`src/rtl/add8_mp_seq.sv`:
```
// add8_mp_seq: drives one shared 8-bit adder for WORDS-byte add/sub.
// Ports:
//   clk/rst                - clock and async active-high reset
//   start/sub/cin_in       - request, mode and carry-in
//   opa/opb                - W-bit operands
//   add_a/add_b/add_cin    - shared adder inputs
//   add_sum/add_cout       - shared adder outputs
//   busy/done              - status: in progress / one-cycle done
//   result/cout/ovf        - W-bit result, carry-out and signed overflow
module add8_mp_seq #(
  parameter int WORDS = 4,
  parameter int IDXW  = (WORDS > 1) ? $clog2(WORDS) : 1
) (
  input  logic                 clk,
  input  logic                 rst,
  input  logic                 start,
  input  logic                 sub,
  input  logic                 cin_in,
  input  logic [8*WORDS-1:0]   opa,
  input  logic [8*WORDS-1:0]   opb,
  output logic [7:0]           add_a,
  output logic [7:0]           add_b,
  output logic                 add_cin,
  input  logic [7:0]           add_sum,
  input  logic                 add_cout,
  output logic                 busy,
  output logic                 done,
  output logic [8*WORDS-1:0]   result,
  output logic                 cout,
  output logic                 ovf
);

  localparam int W = 8 * WORDS;

  localparam logic [1:0] S_IDLE = 2'd0;
  localparam logic [1:0] S_RUN  = 2'd1;
  localparam logic [1:0] S_DONE = 2'd2;

  localparam logic [IDXW-1:0] LAST = IDXW'(WORDS - 1);

  logic [1:0]      r_state;
  logic [W-1:0]    r_a;
  logic [W-1:0]    r_b;
  logic            r_sub;
  logic            r_carry;
  logic [IDXW-1:0] r_idx;
  logic [W-1:0]    r_result;
  logic            r_cout;
  logic            r_ovf;

  logic            w_run;
  logic [7:0]      w_a_byte;
  logic [7:0]      w_b_byte;
  logic            w_ovf;

  assign w_run = (r_state == S_RUN);

  // Byte select by index; a loop keeps every slice in range
  // even when WORDS is not a power of two.
  always_comb begin
    w_a_byte = '0;
    w_b_byte = '0;
    for (int i = 0; i < WORDS; i++) begin
      if (r_idx == IDXW'(i)) begin
        w_a_byte = r_a[8*i +: 8];
        w_b_byte = r_b[8*i +: 8];
      end
    end
  end

  // Subtraction is A + ~B + 1; the +1 comes from the seeded carry.
  always_comb begin
    add_a   = '0;
    add_b   = '0;
    add_cin = 1'b0;
    if (w_run) begin
      add_a   = w_a_byte;
      add_b   = w_b_byte ^ {8{r_sub}};
      add_cin = r_carry;
    end
  end

  // Signed overflow of the top byte: equal input signs, differing sum sign.
  assign w_ovf = (add_a[7] == add_b[7]) && (add_sum[7] != add_a[7]);

  always_ff @(posedge clk or posedge rst) begin
    if (rst) begin
      r_state  <= S_IDLE;
      r_a      <= '0;
      r_b      <= '0;
      r_sub    <= 1'b0;
      r_carry  <= 1'b0;
      r_idx    <= '0;
      r_result <= '0;
      r_cout   <= 1'b0;
      r_ovf    <= 1'b0;
    end else begin
      unique case (r_state)
        S_IDLE: begin
          if (start) begin
            r_a      <= opa;
            r_b      <= opb;
            r_sub    <= sub;
            r_carry  <= sub ? 1'b1 : cin_in;
            r_idx    <= '0;
            r_result <= '0;
            r_cout   <= 1'b0;
            r_ovf    <= 1'b0;
            r_state  <= S_RUN;
          end
        end
        S_RUN: begin
          for (int i = 0; i < WORDS; i++) begin
            if (r_idx == IDXW'(i)) begin
              r_result[8*i +: 8] <= add_sum;
            end
          end
          r_carry <= add_cout;
          if (r_idx == LAST) begin
            r_idx   <= '0;
            r_cout  <= add_cout;
            r_ovf   <= w_ovf;
            r_state <= S_DONE;
          end else begin
            r_idx <= r_idx + IDXW'(1);
          end
        end
        S_DONE: begin
          r_state <= S_IDLE;
        end
        default: begin
          r_state <= S_IDLE;
        end
      endcase
    end
  end

  assign busy   = (r_state != S_IDLE);
  assign done   = (r_state == S_DONE);
  assign result = r_result;
  assign cout   = r_cout;
  assign ovf    = r_ovf;

endmodule
```
`config.mk`:
```
export PLATFORM = sky130hd
export DESIGN_NAME = add8_mp_seq
export DESIGN_NICKNAME = d
export VERILOG_FILES = /design/src/rtl/add8_mp_seq.sv
export SDC_FILE = /design/constraint.sdc
export NUM_CORES = 1
export LEC_CHECK = 0
export ABC_AREA = 1
export ABC_CLOCK_PERIOD_IN_PS = 3900
export BUFFER_PORTS_ARGS = -buffer_cell sky130_fd_sc_hd__buf_4
export CORE_ASPECT_RATIO = 1.4
export CORE_MARGIN = 2
export CORE_UTILIZATION = 25
export CTS_CLUSTER_DIAMETER = 30
export CTS_CLUSTER_SIZE = 16
export DETAILED_ROUTE_END_ITERATION = 7
export PLACE_DENSITY = 0.53
export SLEW_MARGIN = 20
export SYNTH_ARGS = -nofsm -noshare
export SYNTH_HDL_FRONTEND = slang
export SYNTH_SLANG_ARGS = --single-unit
```
`constraint.sdc`:
```
create_clock -name clk -period 3.9 [get_ports clk]
set_input_delay 0.78 -clock clk [delete_from_list [all_inputs] [get_ports clk]]
set_output_delay 0.78 -clock clk [all_outputs]
set_load 0.01 [all_outputs]
```
==> results.toml <==
[finish]
syn2layout_area_growth_pct = 28.7
final_area_um2 = 6170
drive_above_1_share = 0.250
multi_input_area_um2 = 1870
final_common_cell = "nand2_1"
fin_cells = 925
nets = 758
seqCellArea_um2 = 2600
fillers = 2023
final_cell_mix = "nand2_1, buf_4, dfrtp_1"
insertedDiodeCount = 0

[timing]
slew_headroom = 0.514
worst_slew_pin_slew_ns = 0.729
fin_setup_tns_ns = 0
min_period_ns = 3.13
rsz0062_at_grt = "false"
setup_ws_ns = 0.765
skew_ns = 0.0167
hold_viol_final = 0
maxSlewViolCount = 0
setup_viol = 0
period_share = 0.804
fmax_mhz = 319

[pwr]
power_switching_w = 0.00218
p_total_w = 0.00519
seqPwrFrac = 0.354
clkPwrFrac = 0.178
swShare = 0.421
internal_power_w = 0.00301
power_frac_comb = 0.468
total_leakage_power_nw = 3.21
vdd_ir_drop_max_v = 0.000255
p_per_area_nw_per_um2 = 841

[placed_design]
postPlaceCellArea_um2 = 5870
io_buffers = 130
hpwl_um = 9440
place_ws_ns = 1.17
dp.cells = 909
gp_congestion = 0.715

[worst_setup_path]
critPathKind = "flip-flop to output port"
crit_end = "add_b[1]"
worstPathArrival_ns = 2.35
reg2reg_depth = 5
worstPathCellList = "inv_1, ha_1, buf_4, nor2_4, a22oi_1, nor2_1, o22ai_1, nand2_1, nand2_1, nor2_1, buf_4"
reg2reg_slack_ns = 1.72
max_stage_delay_ns = 0.39
r2r_start = "r_state[0]$_DFFE_PP0P_"
crit_path_end_kind = "output port"
cp-start-kind = "flip-flop"
r2r-end = "result[22]$_DFFE_PP0P_"
crit_start = "r_idx[1]$_DFFE_PP0P_"
crit_path_top_delay_cell = "dfrtp_1"
crit_fanout = 18
required_ns = 3.12

[clock_tree]
cts_hold_buffers = 0
htreeDepth = 3
cts_tree = "built"
cts_inserted_buffers = 9
post-cts-setup-buffers = 0
cts_root_buf = "clkbuf_16"
cts.sinks = 104
clock_latency_ns = 0.35
clock_path_buffers = 2
cts-resized-gates = 0
clk_pin_slew_ns = 0.08

[worst_hold_path]
hp-class = "flip-flop to flip-flop"

[synth]
seq_area_frac_synth = 0.543
syn_inst = 563
ys_ff_latch = 104
syn-cell-area_um2 = 4800
syn_avg_cell_area_um2 = 8.52
synth_cell_types = 31
synth-main-ff-cell = "dfrtp_1"
synth_edf_count = 0
yosysWarnings = 0
syn_nets = 645
synth-async-reset-ratio = 1.00

[die]
start_util = 0.257
fp.dieW_um = 121
die-area_um2 = 20300
placementRows = 59
ioPinCount = 131
die-height_um = 168
coreArea_um2 = 18700

[flow_run]
maxCapViolCount = 0

[drt]
ant_nets = 0
dr.pass1.iters = 4
vias_per_cell = 4.30
drcViolationCount = 0
wl_per_cell_um = 14.1
drt_iter0_drc = 207
drt_wl_total_um = 13000
via_count = 3980

[global_route]
grt_usage = 0.131
antenna_found_initial = 0
grt-ovfl-total = 0
grt_max_degree = 79
first_global_vias = 3992
grt_pass1_wl_um = 20800

[run_status]
status = "complete, no violations"
==> worst min path at each step <==
stage	start	endpoint	slack [ns]	depth (start not counted)
4_1_cts	r_a[19]$_DFFE_PP0P_	r_a[19]$_DFFE_PP0P_	0.48	2
2_1_floorplan	r_a[16]$_DFFE_PP0P_	r_a[16]$_DFFE_PP0P_	0.44	2
3_3_place_gp	r_a[24]$_DFFE_PP0P_	r_a[24]$_DFFE_PP0P_	0.46	2
3_5_place_dp	r_a[19]$_DFFE_PP0P_	r_a[19]$_DFFE_PP0P_	0.46	2
5_1_grt	r_a[19]$_DFFE_PP0P_	r_a[19]$_DFFE_PP0P_	0.50	2
6_report	r_a[21]$_DFFE_PP0P_	r_a[21]$_DFFE_PP0P_	0.48	2
==> flip-flops by register name (all words and copies together) (netlist names) <==
name / flops
ovf: 1
r_b: 32
r_carry: 1
cout: 1
r_state: 2
r_sub: 1
r_a: 32
r_idx: 2
result: 32
==> routing by layer <==
metal  share of wire  routed length (um)  GRT usage
met2            0.49                6370      0.219
met5               0                   0          0
met4           0.019                 245     0.0445
met3           0.055                 716     0.0295
met1            0.44                5670      0.165
==> through the flow <==
step / hold WS [ns] / utilization
after floorplan: 0.444 / -
after global placement: 0.459 / 0.315
after detailed placement: 0.460 / 0.315
after CTS: 0.481 / 0.330
after global routing: 0.497 / 0.331
final: 0.480 / 0.331
==> kinds of logic (layout without fill, tap and decap cells) <==
group,after synthesis,in the layout,share of synthesized area
simple gates,308,308,0.258
flops,104,104,0.543
compound gates,94,94,0.122
buf+inv,53,171,0.0673
fa+ha+maj,4,4,0.0104
==> synthesized netlist by cell type (2+ instances only) <==
cell type | number | area [um2]
nand2_1 | 272 | 1020
dfrtp_1 | 104 | 2600
o21ai_0 | 33 | 165
o21ai_1 | 21 | 105
inv_1 | 17 | 63.8
nor2_1 | 17 | 63.8
a21oi_1 | 12 | 60.1
buf_6 | 11 | 124
a22oi_1 | 10 | 75.1
nand3_1 | 9 | 45.0
clkbuf_1 | 8 | 30.0
buf_2 | 6 | 30.0
o211ai_1 | 6 | 45.0
buf_4 | 5 | 37.5
ha_1 | 4 | 50.1
o22ai_1 | 4 | 25.0
a21oi_4 | 3 | 48.8
a22oi_2 | 3 | 37.5
inv_2 | 3 | 11.3
nand2_4 | 2 | 22.5
nor2_2 | 2 | 12.5
nor2_8 | 2 | 40.0
==> power by group through the flow <==
stage	Sequential, W	Combinational, W	Clock [W]
after floorplan	0.00184	0.00165	0
after global placement	0.00186	0.00245	0
after detailed placement	0.00186	0.00248	0
after CTS	0.00184	0.00249	0.000953
after global routing	0.00190	0.00275	0.000991
final	0.00184	0.00243	0.000922
==> final cells by class <==
| class | instances | area share |
|---|---|---|
| multi-input combinational | 406 | 0.303 |
| tap | 244 | 0.0495 |
| inverter | 23 | 0.0172 |
| sequential | 104 | 0.422 |
| timing repair buffer | 132 | 0.161 |
| clock buffer | 11 | 0.0377 |
| clock inverter | 5 | 0.0103 |
==> worst max-delay path: cells and delay by family (launching register included) <==
kind                       cells  cell delay, ns
adders and majority gates      1            0.17
AOI/OAI and AO/OA              2            0.22
and+or+nand+nor                5            0.76
buffers and inverters          3            0.45
DFF                            1            0.39
No activity file was read; power rests on OpenSTA's default activity.
